$ cat config.mk
export PLATFORM = sky130hd
export DESIGN_NAME = rr_decode_arbiter
export DESIGN_NICKNAME = d
export VERILOG_FILES = /design/src/rtl/rr_decode_arbiter.sv
export SDC_FILE = /design/constraint.sdc
export NUM_CORES = 1
export LEC_CHECK = 0
export ABC_CLOCK_PERIOD_IN_PS = 5840
export CORE_ASPECT_RATIO = 1.2
export CORE_MARGIN = 2
export CORE_UTILIZATION = 45
export CTS_BUF_LIST = sky130_fd_sc_hd__clkbuf_8
export DETAILED_ROUTE_END_ITERATION = 10
export GPL_TIMING_DRIVEN = 1
export PLACE_DENSITY = 0.67
export REMOVE_ABC_BUFFERS = 1
export SETUP_SLACK_MARGIN = 0.02
export SLEW_MARGIN = 20
export SYNTH_ARGS = -nofsm -noshare
export SYNTH_HDL_FRONTEND = slang
export SYNTH_SLANG_ARGS = --single-unit
$ cat constraint.sdc
create_clock -name clk -period 5.84 [get_ports clk]
set_clock_uncertainty 0.15 [all_clocks]
set_input_delay 1.168 -clock clk [delete_from_list [all_inputs] [get_ports clk]]
set_output_delay 1.168 -clock clk [all_outputs]
set_load 0.005 [all_outputs]
$ cat src/rtl/rr_decode_arbiter.sv
// Round-robin arbiter for 32 requesters with a bounded hold time.
// Outputs are a binary grant index plus active-low one-hot select lines.
module rr_decode_arbiter #(
  parameter int MAXHOLD = 16
) (
  input  logic        clk,
  input  logic        rst,
  input  logic        E,
  input  logic [31:0] R,
  output logic [4:0]  G,
  output logic [31:0] L,
  output logic        V
);

  typedef enum logic [1:0] {IDLE, GRANT, GAP} state_t;

  localparam logic [7:0] HOLD_LAST = 8'(MAXHOLD - 1);

  state_t      state;
  logic [4:0]  ptr;
  logic [7:0]  cnt;
  logic [4:0]  pick;
  logic [31:0] others;
  logic        any_req;
  logic        release_now;
  logic        preempt;

  // Search upward from ptr with wrap; the downward loop lets the nearest hit win.
  always_comb begin
    pick = ptr;
    for (int i = 31; i >= 0; i--) begin
      if (R[ptr + 5'(i)]) begin
        pick = ptr + 5'(i);
      end
    end
  end

  always_comb begin
    any_req     = |R;
    others      = R & ~(32'h1 << G);
    release_now = !R[G];
    preempt     = (cnt == HOLD_LAST) && (|others);
  end

  always_ff @(posedge clk or posedge rst) begin
    if (rst) begin
      state <= IDLE;
      ptr   <= 5'd0;
      cnt   <= 8'd0;
      G     <= 5'd0;
      L     <= 32'hFFFF_FFFF;
      V     <= 1'b0;
    end else if (E) begin
      // Disable wins in every state and leaves the rotation pointer alone.
      state <= IDLE;
      cnt   <= 8'd0;
      L     <= 32'hFFFF_FFFF;
      V     <= 1'b0;
    end else begin
      case (state)
        IDLE: begin
          if (any_req) begin
            state <= GRANT;
            cnt   <= 8'd0;
            G     <= pick;
            L     <= ~(32'h1 << pick);
            V     <= 1'b1;
          end else begin
            L <= 32'hFFFF_FFFF;
            V <= 1'b0;
          end
        end
        GRANT: begin
          if (release_now || preempt) begin
            state <= GAP;
            cnt   <= 8'd0;
            L     <= 32'hFFFF_FFFF;
            V     <= 1'b0;
          end else if (cnt != HOLD_LAST) begin
            cnt <= cnt + 8'd1;
          end
        end
        GAP: begin
          state <= IDLE;
          ptr   <= G + 5'd1;
          L     <= 32'hFFFF_FFFF;
          V     <= 1'b0;
        end
        default: begin
          state <= IDLE;
          cnt   <= 8'd0;
          L     <= 32'hFFFF_FFFF;
          V     <= 1'b0;
        end
      endcase
    end
  end

endmodule

**Yosys cells after proc, flatten, opt, wreduce, memory -nomap -nowiden**

Index checks and enable logic that the tools add are counted.

- Bits in writable memories: 0
- Bits of input ports: 35
- Output and inout port bits: 38
- Latch bits: 0
- Memory bits (read-only): 0
- Memories: 0
- Flip-flop bits (word level): 53
- Word-level logic and storage cells: 211

- Div/mod/pow operators: 0
- Reduce and logical (&&, ||, !) cells: 10
- Shifts and indexed selects: 2
- Multiply operators: 0
- Bitwise logic cells: 4
- Mux-type cells: 115
- Add/sub/neg operators: 33
- Order comparisons: 33
- Eq/ne operators: 8

Operators by type and width:

| cell | count |
|---|---|
| 5-bit by 6-bit less-than comparator with 1-bit output, second input constant | 33 |
| 1-bit binary-select mux with 5-bit select | 33 |
| 5-bit two-way mux | 32 |
| 32-bit two-way mux | 3 |
| 5-bit adder, second input constant | 16 |
| 32-bit NOT | 2 |
| 32-bit one-hot mux with 2 select lines | 1 |
| 32-bit OR reduction | 2 |
| 1-bit by 5-bit << shifter with 32-bit output, first input constant | 2 |
| 5-bit by 4-bit adder with 5-bit output, second input constant | 8 |
| 1-bit two-way mux | 36 |
| 32-bit bitwise AND | 1 |
| 8-bit two-way mux | 4 |
| 8-bit one-hot mux with 3 select lines | 1 |
| 5-bit by 3-bit adder with 5-bit output, second input constant | 4 |
| 5-bit by 1-bit adder with 5-bit output, second input constant | 2 |
| 5-bit by 2-bit adder with 5-bit output, second input constant | 2 |
| 8-bit by 1-bit adder with 8-bit output, second input constant | 1 |
| 8-bit by 4-bit equality test with 1-bit output, second input constant | 1 |
| 8-bit by 4-bit inequality test with 1-bit output, second input constant | 1 |
| 2-bit two-way mux | 3 |
| 3-bit inequality test, second input constant | 2 |
| 3-bit AND reduction | 2 |
| 4-bit inequality test, second input constant | 1 |
| 11 further kinds | 12 |

**Logic depth before layout (Yosys ltp)**

Gate-level depths: netlist (run 1).

- Depth after elaboration: 40
- Gate-level depth with buffers: 21
- Depth with buffers taken out: 14

**Least setup slack after synthesis (run 1)**

OpenSTA, ideal clock, no wires.

- Kind: register to register
- From: register ptr[2]
- To: register L[28]
- Path buffers: 5
- Arrival: 5.295 ns
- Period minus slack after synthesis: 5.528 ns
- Required time: 5.607 ns
- Path slack: 0.312 ns
- Stages on the path, launching flop included: 18
- Library setup time: 0.083 ns
- Cells stage by stage: dfrtp_1 > buf_2 > clkbuf_1 > inv_1 > clkbuf_1 > ha_1 > buf_1 > clkbuf_1 > mux4_2 > mux4_2 > nand2_1 > a21boi_2 > o2111ai_1 > nor4_1 > a2bb2oi_1 > o41ai_4 > or4b_4 > o32a_1

- Cells in the longest elaborated chain, start to end: 40
- Elaborated cells between the ends (all ways): 132
- Classes of those cells: add/sub (31); shift (1); mux (99); bitwise (1)

RTL lines:

| item | RTL line | RTL |
|---|---|---|
| start: declaration | 20 | `logic [4:0] ptr;` |
| start signal: assignment | 85 | `ptr <= G + 5'd1;` |
| 5-bit adder | 32, 33 |  |
| 1-bit binary-select mux with 5-bit select | 32 | `if (R[ptr + 5'(i)]) begin` |
| 1-bit two-way mux (implied by the code) | 32 |  |
| 5-bit two-way mux (31 in a row) | 32 |  |
| 5-bit two-way mux (*) | 32 |  |
| 1-bit by 5-bit << shifter with 32-bit output (*) | 66 | `L <= ~(32'h1 << pick);` |
| 32-bit NOT (*) | 66 |  |
| 32-bit two-way mux (*) | 62 | `if (any_req) begin` |
| 32-bit one-hot mux with 2 select lines (*) | 60 | `case (state)` |
| 32-bit two-way mux (*) | 53 | `end else if (E) begin` |
| end signal: assignment | 66 |  |
| end: declaration | 11 | `output logic [31:0] L,` |

Mark *: on every way between the ends. The rest lies on a longest branch, timed or not. The select of a mux whose other input is x is not followed.
A chain may end at the register's enable or synchronous reset.

**Worst setup path in the final report (run 1)**

- From: input port R[17]
- To: register L[1]

- Cells in the longest elaborated chain, start to end: 39
- Elaborated cells between the ends (all ways): 110
- Classes of those cells: eq/ne (1); shift (1); mux (101); bitwise (2); reduce/logical (5)

RTL lines:

| item | RTL line | RTL |
|---|---|---|
| start: declaration | 9 | `input logic [31:0] R,` |
| 1-bit binary-select mux with 5-bit select | 32 |  |
| 1-bit two-way mux (implied by the code) | 32 |  |
| 5-bit two-way mux (32 in a row) | 32 |  |
| 1-bit by 5-bit << shifter with 32-bit output | 66 |  |
| 32-bit NOT | 66 |  |
| 32-bit two-way mux | 62 |  |
| 32-bit one-hot mux with 2 select lines | 60 |  |
| 32-bit two-way mux | 53 |  |

Parallel ways exist; a longest one is shown, timed or not. The select of a mux whose other input is x is not followed.

==> results of run 1 <==
[routing by layer]
metal / routed length (um) / up-vias / GRT usage [%] / part of all wire (%)
met3: 3640 / 126 / 5.68 / 9.6
met2: 17900 / 691 / 53.8 / 47
met5: 0 / - / 0 / 0
met4: 1900 / 0 / 14.5 / 5.0
li1: - / 4241 / - / -
met1: 14300 / 4869 / 43.9 / 38
[final cells by class]
class | instances | area share, %
Antenna cell | 1 | 0.0222
Clock buffer | 5 | 0.610
Clock inverter | 3 | 0.166
Inverter | 29 | 1.02
Multi-Input combinational cell | 841 | 67.8
Sequential cell | 53 | 12.2
Tap cell | 270 | 3.00
Timing Repair Buffer | 196 | 15.2
[metrics by stage]
stage	instance area (um^2)	util [%]	hold WS (ns)
2_1_floorplan	9120	-	0.325
4_1_cts	11300	53.9	0.360
3_3_place_gp	11200	53.5	0.345
3_5_place_dp	11200	53.5	0.345
5_1_grt	11300	53.9	0.376
6_report	11300	54.0	0.357
[path summary, 6_finish.rpt]
check	from	to	slack, ns	cells past startpoint
max	R[17]	L[1]	0.18	13
min	L[25]	L[25]	0.36	2
max reg2reg	ptr[1]	L[1]	0.42	15
min reg2reg	L[25]	L[25]	0.36	2
max in group asynchronous	rst	ptr[1]	3.72	2
min in group asynchronous	rst	G[1]	1.21	2
[sequential cells by signal (all words and copies together) (netlist names)]
register,cells
cnt,8
ptr,5
state,2
V,1
L,32
G,5
[critical path: stages]
cell	delay (ns)
clkdlybuf4s50_1	0.66
mux4_2	0.65
mux4_1	0.50
nand2_1	0.14
a21boi_1	0.38
buf_4	0.23
nand4_1	0.15
a211oi_1	0.49
a211oi_2	0.16
o21ai_2	0.29
or3b_2	0.49
nor2b_1	0.28
a31oi_1	0.14
[cell families (layout without fill, tap and decap cells)]
group	Yosys count	in the layout	synth area share [%]
AOI/OAI and AO/OA	277	277	21.1
DFF	53	53	14.3
other	0	1	0
adders and majority gates	20	20	2.62
muxes	185	185	35.5
xor gates and xnor gates	44	44	4.62
buffers and inverters	111	233	5.86
and+or+nand+nor	315	315	16.0
[layout by cell type, fill, tap and decap left out, types with 7 or more instances in the layout]
master and n:
dfrtp_1 18, nand3_1 24, nand2_1 102, and2_1 8, a31oi_1 28, o22ai_1 14
nand4_1 11, o21a_1 9, o2111ai_1 7, dfstp_2 32, buf_4 119, o31ai_1 9
mux2_2 19, mux2i_1 47, nor3_1 16, a21oi_1 48, nand2b_1 14, inv_1 24
o32a_1 13, nor4_1 15, mux4_1 15, o21ai_0 31, clkdlybuf4s50_1 72, a211oi_1 7
o211ai_1 14, nor2_1 75, mux4_2 101, nor2b_1 17, xnor2_1 19, xor2_1 18
ha_1 20
==> key figures, run 1 <==
Timing
  • Setup ws final: 0.178 ns
  • Max Clock Freq: 177 MHz
  • Final setup vio count: 0
  • Slew Viols, Final: 0
  • Max-Slew Margin vs Limit: 39.7%
  • Unrepaired setup endpoints after global routing: false
  • Final worst path period share: 97.0%
  • Final Hold Fails: 0
  • Tmin final: 5.66 ns
  • Setup tns final: 0 ns
  • Slew @ Worst Pin: 0.904 ns

Die
  • Starting Density: 45.8%
  • Core Box Area: 20,900 um^2
  • Die H: 164 um
  • DIE AREA: 22,400 um^2
  • Site Rows: 58
  • IO Pins: 73
  • Die X-Extent: 137 um

Flow run
  • Max-cap violation count: 0

Final layout
  • FF/Latch Area: 1370 um^2
  • P&R area growth vs syn: 17.9%
  • Fraction of layout cells with a size suffix above 1: 28.4%
  • Multi-input logic area: 7650 um^2
  • Post-route insts no fill: 1,398
  • # fillers: 1,951
  • Nets: 1,181

Yosys
  • Most frequent cell after synthesis: nand2_1
  • Top FF cell, synth: dfstp_2
  • Yosys reg bits: 53
  • Async set or reset register ratio after synthesis: 100%
  • Top post-synthesis cells by count: nand2_1 (102), mux4_2 (101), nor2_1 (75)
  • Synth cell types: 98
  • Top cell type's share of synthesized area: 23.8%
  • Post-synth design cell area: 9570 um^2
  • Warnings, synthesis: 0
  • Synth top area cells: mux4_2 (24%), dfstp_2 (8.8%), dfrtp_1 (5.5%)
  • Post-synthesis cell count: 1,005
  • Avg Cell Area, Syn: 9.52 um^2
  • Post-synth top area cell: mux4_2
  • EDFF count, synth: 0
  • Seq/Total Area, Yosys: 14.3%

Setup path
  • CP Capture Type: register
  • Critical path data required time: 5.92 ns
  • CP Max Fanout: 11
  • CP Launch Type: primary input
  • Critical path class: primary input to register
  • Crit path arrival time: 5.74 ns

Clock tree
  • Clock root cell: clkbuf_8
  • TritonCTS clock tree: done
  • CTS H-tree depth: 2
  • Later-pin clock latency in the skew report: 0.30 ns
  • # hold bufs at CTS: 0
  • Setup Buffers After CTS: 0
  • Total CTS buffers: 5
  • CTS resizes: 0
  • CTS max path bufs: 2
  • Worst-path clk slew: 0.10 ns
  • Clock Sinks: 53

Global routing
  • Largest net degree at the start of global routing: 64
  • Total track usage: 33.3%
  • Total gr overflow: 0
  • Initial antenna violation count: 0
  • Vias in the first global route: 9,380
  • First-pass GRT wire length: 56,600 um

Detailed routing
  • WL final: 37,800 um
  • 1st-pass router iterations: 8
  • Via density per instance: 7.10
  • Via Count: 9,927
  • Residual DRC count: 0
  • Initial drt markers: 1,128
  • Antenna Nets Post-Route: 0
  • Avg WL per Cell: 27.0 um

Placement
  • Final GP Congestion: 1.01
  • Place WS: -0.00939 ns
  • Hpwl dp: 29,600 um
  • Dpl cells: 1,389
  • PortBufs: 72

Worst hold path
  • Worst min-delay path class: register to register

Run status
  • Outcome: finished clean
Power of run 1 is left out: the tool's default activity adds up to more than one toggle a clock period on the data nets, which glitch-free logic cannot reach.
==> run 2: changes to the inputs <==
--- a/config.mk
+++ b/config.mk
@@ -5,14 +5,13 @@
 export SDC_FILE = /design/constraint.sdc
 export NUM_CORES = 1
 export LEC_CHECK = 0
-export ABC_CLOCK_PERIOD_IN_PS = 5840
+export ABC_CLOCK_PERIOD_IN_PS = 5520
 export CORE_ASPECT_RATIO = 1.2
 export CORE_MARGIN = 2
 export CORE_UTILIZATION = 45
 export CTS_BUF_LIST = sky130_fd_sc_hd__clkbuf_8
 export DETAILED_ROUTE_END_ITERATION = 10
 export GPL_TIMING_DRIVEN = 1
-export PLACE_DENSITY = 0.67
 export REMOVE_ABC_BUFFERS = 1
 export SETUP_SLACK_MARGIN = 0.02
 export SLEW_MARGIN = 20
==> constraint.sdc (replaced) <==
create_clock -name clk -period 5.52 [get_ports clk]
set_clock_uncertainty 0.15 [all_clocks]
set_input_delay 1.104 -clock clk [delete_from_list [all_inputs] [get_ports clk]]
set_output_delay 1.104 -clock clk [all_outputs]
set_load 0.005 [all_outputs]
==> run 2 against run 1 <==
  * Critical path depth rose by 2
  * Worst hold slack improved by 0.0031 ns
  * Via count rose by 2.7%
  * Sequential share of layout area fell by 0.61 points
  * Utilization rose by 2.9 points
  * Wire length rose by 5.0%
  * Critical path type unchanged
==> key figures, run 2 (synthesized netlist as in run 1, its figures left out) <==
Timing
  • Final Hold Fails: 0 (unchanged)
  • Slew Viols, Final: 0 (unchanged)
  • Setup ws final: 0.186 ns (+0.00790 ns)
  • Slew @ Worst Pin: 0.992 ns (+0.0883 ns)
  • Unrepaired setup endpoints after global routing: false
  • Min Hold Slack: 0.360 ns (+0.00309 ns)
  • Setup tns final: 0 ns (unchanged)
  • Final worst path period share: 96.6%
  • Max-Slew Margin vs Limit: 33.5% (-6.1 points)
  • Final setup vio count: 0 (unchanged)
  • Max Clock Freq: 187 MHz
  • Tmin final: 5.33 ns

Setup path
  • WP buf/inv: 4 (+2)
  • Slowest cell on the critical path: mux4_2
  • Critical path data required time: 5.58 ns (-0.34 ns)
  • Largest stage delay on the critical path: 0.63 ns (-0.03 ns)
  • Reg-to-reg slack, setup: 0.24 ns (-0.18 ns)
  • CP Launch Type: primary input
  • CP Capture Type: register
  • Worst path most repeated cell: buf_4
  • Critical-path cell list: clkdlybuf4s50_1 -> buf_4 -> mux4_2 -> mux4_2 -> nand2_1 -> buf_4 -> a21oi_1 -> a2111o_1 -> a21oi_1 -> o41a_1 -> o31ai_4 -> buf_4 -> or3b_2 -> nor2_1 -> a31oi_1
  • Critical path class: primary input to register
  • Crit path arrival time: 5.39 ns (-0.35 ns)
  • CP Max Fanout: 10 (-1)
  • Critical path's top delay family: compound AO/OA/AOI/OAI gates

Final layout
  • Antenna cells: 0 (-1)
  • Most frequent cells in the layout: buf_4 (200), mux4_2 (102), nand2_1 (102), nor2_1 (75), clkdlybuf4s50_1 (72)
  • Commonest non-fill, non-tap cell in the layout: buf_4
  • P&R area growth vs syn: 24.1%
  • Post-route insts no fill: 1,477 (+5.7%)
  • Nets: 1,261 (+6.8%)
  • # fillers: 1,871 (-4.1%)
  • Fraction of layout cells with a size suffix above 1: 33.2% (+4.8 points)
  • Biggest regs: L x32, cnt x8
  • Biggest register: L
  • Largest register FFs: 32 (unchanged)

Clock tree
  • Total CTS buffers: 5 (unchanged)
  • CTS H-tree depth: 2 (unchanged)
  • CTS max path bufs: 2 (unchanged)
  • Worst-path clk slew: 0.09 ns (about the same)
  • Clock root cell: clkbuf_8
  • Later-pin clock latency in the skew report: 0.31 ns (about the same)
  • Clock Sinks: 53 (unchanged)
  • # hold bufs at CTS: 0 (unchanged)
  • TritonCTS clock tree: done

Die
  • IO Pins: 73 (unchanged)
  • Die X-Extent: 137 um (unchanged)
  • Site Rows: 58 (unchanged)
  • Die H: 164 um (unchanged)
  • Starting Density: 45.8% (unchanged)
  • DIE AREA: 22,400 um^2 (unchanged)
  • Core Box Area: 20,900 um^2 (unchanged)

Detailed routing
  • Antenna Nets Post-Route: 0 (unchanged)
  • Via density per instance: 6.90 (-2.8%)
  • WL final: 39,600 um (+5.0%)
  • Residual DRC count: 0 (unchanged)
  • Avg WL per Cell: 26.8 um (-0.66%)
  • 1st-pass router iterations: 6 (-2)
  • Via Count: 10,200 (+2.7%)
  • Initial drt markers: 1,159 (+2.7%)

Global routing
  • Largest net degree at the start of global routing: 64 (unchanged)
  • Initial antenna violation count: 0 (unchanged)
  • Vias in the first global route: 9,918 (+5.7%)
  • Total track usage: 35.4% (+2.1 points)
  • First-pass GRT wire length: 59,900 um (+5.7%)
  • Total gr overflow: 0 (unchanged)

Placement
  • Dpl cells: 1,468 (+5.7%)
  • Final GP Congestion: 1.05 (+3.8%)
  • Hpwl dp: 32,000 um (+8.0%)
  • PortBufs: 72 (unchanged)
  • Place WS: -0.340 ns (-0.331 ns)

Run status
  • Outcome: finished clean

Flow run
  • Max-cap violation count: 0 (unchanged)

Worst hold path
  • Worst min-delay path class: register to register
-- run 2: repair_timing --
action,4_1_cts,5_1_grt
gates resized for setup,1,4
pin swaps,0,1
buffers inserted,0,1
setup endpoints to repair,4,19
endpoints found under the hold margin,0,0
-- run 2: per-stage QoR --
stage | utilization, % | instance area (um^2)
2_1_floorplan | - | 9120
3_3_place_gp | 56.3 | 11800
3_5_place_dp | 56.3 | 11800
4_1_cts | 56.7 | 11900
5_1_grt | 56.8 | 11900
6_report | 56.8 | 11900
-- run 2: path summary, 6_finish.rpt --
check	cells past startpoint	from	end
min reg2reg	2	L[1]	L[1]
max	15	R[19]	L[11]
min in group asynchronous	2	rst	V
max in group asynchronous	3	rst	L[11]
max reg2reg	16	ptr[1]	L[28]
min	2	L[1]	L[1]
-- run 2: area by class of cell --
cell class | instances | area (um^2) | share of cell area [%]
multi-input combinational | 841 | 7660 | 64.5
timing repair buffer | 276 | 2300 | 19.4
sequential | 53 | 1370 | 11.6
tap | 270 | 338 | 2.84
inverter | 29 | 114 | 0.959
clock buffer | 6 | 82.6 | 0.695
clock inverter | 2 | 11.3 | 0.0948
-- run 2: worst min-delay path, cell delays in order (launching register included) --
cell	delay, ns
dfstp_2	0.38
nor2_1	0.09
a31oi_1	0.04
-- run 2: layer usage --
metal | up-vias | global-route usage [%] | wire, um
met2 | 624 | 56.7 | 18500
met5 | - | 0 | 0
met4 | 0 | 13.1 | 1720
li1 | 4423 | - | -
met3 | 105 | 4.88 | 3300
met1 | 5039 | 48.8 | 16100
Power of run 2 is left out for the same reason.
==> run 3: changes to the inputs <==
--- a/config.mk
+++ b/config.mk
@@ -5,13 +5,14 @@
 export SDC_FILE = /design/constraint.sdc
 export NUM_CORES = 1
 export LEC_CHECK = 0
+export ABC_AREA = 1
 export ABC_CLOCK_PERIOD_IN_PS = 5520
 export CORE_ASPECT_RATIO = 1.2
 export CORE_MARGIN = 2
 export CORE_UTILIZATION = 45
 export CTS_BUF_LIST = sky130_fd_sc_hd__clkbuf_8
 export DETAILED_ROUTE_END_ITERATION = 10
-export GPL_TIMING_DRIVEN = 1
+export PLACE_DENSITY = 0.65
 export REMOVE_ABC_BUFFERS = 1
 export SETUP_SLACK_MARGIN = 0.02
 export SLEW_MARGIN = 20
==> run 3 against run 2 <==
  * Fmax up 4.9%
  * Highest routed layer unchanged
  * Wire length is 28% lower
  * Utilization is 2.5 points lower
  * Critical path type unchanged
==> key figures, run 3 <==
Run status
  • Outcome: finished clean

Setup path
  • Slowest cell on the critical path: clkdlybuf4s50_1
  • Reg2Reg Launch Point: ptr[2]
  • CP Capture Type: register
  • Largest stage delay on the critical path: 0.60 ns (-0.03 ns)
  • Setup crit end: L[21]
  • Reg-to-Reg End: L[0]
  • Worst path most repeated cell: nand2_1
  • Reg-to-reg slack, setup: 0.47 ns (+0.23 ns)
  • CP Max Fanout: 7 (-3)
  • CP Launch Type: primary input
  • Crit path arrival time: 5.20 ns (-0.19 ns)
  • Critical path class: primary input to register
  • Critical path data required time: 5.64 ns (+0.06 ns)
  • Worst setup startpoint: R[9]
  • Reg2reg path depth: 41 (+25)

Clock tree
  • # hold bufs at CTS: 0 (unchanged)
  • Worst-path clk slew: 0.10 ns (about the same)
  • Total CTS buffers: 5 (unchanged)
  • Clock root cell: clkbuf_8
  • Later-pin clock latency in the skew report: 0.32 ns (about the same)
  • CTS max path bufs: 2 (unchanged)
  • Clock Sinks: 53 (unchanged)
  • CTS H-tree depth: 2 (unchanged)
  • TritonCTS clock tree: done

Final layout
  • Biggest regs: L x32, cnt x8
  • Commonest non-fill, non-tap cell in the layout: nand2_1
  • P&R area growth vs syn: 18.0%
  • Largest register FFs: 32 (unchanged)
  • Biggest register: L
  • Nets: 1,430 (+13%)
  • Antenna cells: 0 (unchanged)
  • Fraction of layout cells with a size suffix above 1: 14.0% (-19 points)
  • Design Area, Final: 8800 um^2 (-26%)
  • Most frequent cells in the layout: nand2_1 (436), nand3_1 (192), inv_1 (141), a21oi_1 (99)

Die
  • Die X-Extent: 122 um (-11%)
  • Core Box Area: 16,200 um^2 (-22%)
  • Site Rows: 51 (-12%)
  • Starting Density: 46.0% (+0.23 points)
  • IO Pins: 73 (unchanged)
  • DIE AREA: 17,600 um^2 (-22%)
  • Die H: 145 um (-11%)

Yosys
  • Seq/Total Area, Yosys: 18.3% (+4.0 points)
  • Synth cell types: 49 (-50%)
  • Top FF cell, synth: dfstp_2
  • Post-synthesis cell count: 1,292 (+29%)
  • Post-synth top area cell: nand2_1
  • Warnings, synthesis: 0 (unchanged)
  • EDFF count, synth: 0 (unchanged)
  • Top cell type's share of synthesized area: 22.1% (-1.7 points)
  • Most frequent cell after synthesis: nand2_1
  • Synth top area cells: nand2_1 (22%), nand3_1 (13%), dfstp_2 (11%)
  • Post-synth design cell area: 7460 um^2 (-22%)
  • Async set or reset register ratio after synthesis: 100% (unchanged)
  • Top post-synthesis cells by count: nand2_1 (439), nand3_1 (195), inv_1 (143)
  • Avg Cell Area, Syn: 5.77 um^2 (-39%)
  • Yosys reg bits: 53 (unchanged)

Flow run
  • Max-cap violation count: 0 (unchanged)

Detailed routing
  • Via Count: 9,062 (-11%)
  • Via density per instance: 5.71 (-17%)
  • WL final: 28,700 um (-28%)
  • Initial drt markers: 698 (-40%)
  • Residual DRC count: 0 (unchanged)
  • Avg WL per Cell: 18.0 um (-33%)
  • Antenna Nets Post-Route: 0 (unchanged)
  • 1st-pass router iterations: 7 (+1)

Timing
  • Final setup vio count: 0 (unchanged)
  • Slew Viols, Final: 0 (unchanged)
  • Final Hold Fails: 0 (unchanged)
  • Final worst path period share: 92.1% (-4.6 points)
  • Slew @ Worst Pin: 0.980 ns (-0.0126 ns)
  • Max Clock Freq: 197 MHz (+4.9%)
  • Tmin final: 5.08 ns (-0.251 ns)
  • Min Hold Slack: 0.307 ns (-0.0524 ns)
  • Max-Slew Margin vs Limit: 34.7% (+1.2 points)
  • Unrepaired setup endpoints after global routing: true

Global routing
  • Vias in the first global route: 8,345 (-16%)
  • Total gr overflow: 0 (unchanged)
  • Initial antenna violation count: 0 (unchanged)
  • First-pass GRT wire length: 44,800 um (-25%)
  • Largest net degree at the start of global routing: 54 (-16%)
  • Total track usage: 32.4% (-3.0 points)

Worst hold path
  • Worst min-delay path class: register to register

Placement
  • Post-placement cell area: 8570 um^2 (-27%)
  • Hpwl dp: 21,900 um (-32%)
  • PortBufs: 72 (unchanged)
  • Final GP Congestion: 1.07 (+1.9%)
==> run 3: cell type report <==
type	instances	area [um^2]
clock buffer	5	68.8
clock inverter	3	17.5
fill	1753	7410
inverter	152	581
multi-input combinational	1037	5290
sequential	53	1370
tap	212	265
timing repair buffer	126	1210
==> run 3: per-stage QoR <==
step	std cells	util, %	TNS [ns]	setup WS [ns]
6_report	1588	54.3	0	0.437
4_1_cts	1587	53.4	0	0.329
3_3_place_gp	1579	52.9	-0.00245	-0.00245
5_1_grt	1588	54.3	-0.00420	-0.00254
2_1_floorplan	1242	-	0	0.0333
3_5_place_dp	1579	52.9	-0.0267	-0.0166
==> run 3: what timing repair did <==
action	CTS	global route
setup endpoints to repair	0	33
resized for setup	0	34
buffers inserted	0	1
==> run 3: worst min path at each step <==
stage                start  depth (start not counted)      to
floorplan           cnt[2]                          1  cnt[2]
global placement    cnt[2]                          1  cnt[2]
CTS                 cnt[2]                          1  cnt[2]
detailed placement  cnt[2]                          1  cnt[2]
global route        cnt[2]                          1  cnt[2]
finish              cnt[2]                          1  cnt[2]
==> run 3: cell families (layout without fill, tap and decap cells) <==
kind of cell	Yosys count	count (layout)	share of synthesized area, %
AND/OR/NAND/NOR	789	789	47.8
flip-flops	53	53	18.3
buffers and inverters	202	286	11.8
AO/OA/AOI/OAI	208	208	15.6
adder cells (fa/ha/maj)	20	20	3.36
XOR/XNOR	20	20	3.10
==> run 3: worst max-delay path: cells and delay by family <==
kind | cells | cell delay [ns]
buf+inv | 4 | 0.76
simple gates | 35 | 2.83
xor+xnor | 1 | 0.25
compound gates | 1 | 0.26
==> run 3: layer usage <==
layer | track usage (%) | share of wire, % | vias to the layer above
met5 | 0 | 0 | -
met4 | 16.3 | 5.8 | 0
met3 | 3.22 | 6.3 | 92
met2 | 54.0 | 47 | 384
met1 | 41.2 | 41 | 4170
li1 | - | - | 4416
Power of run 3 is left out for the same reason.
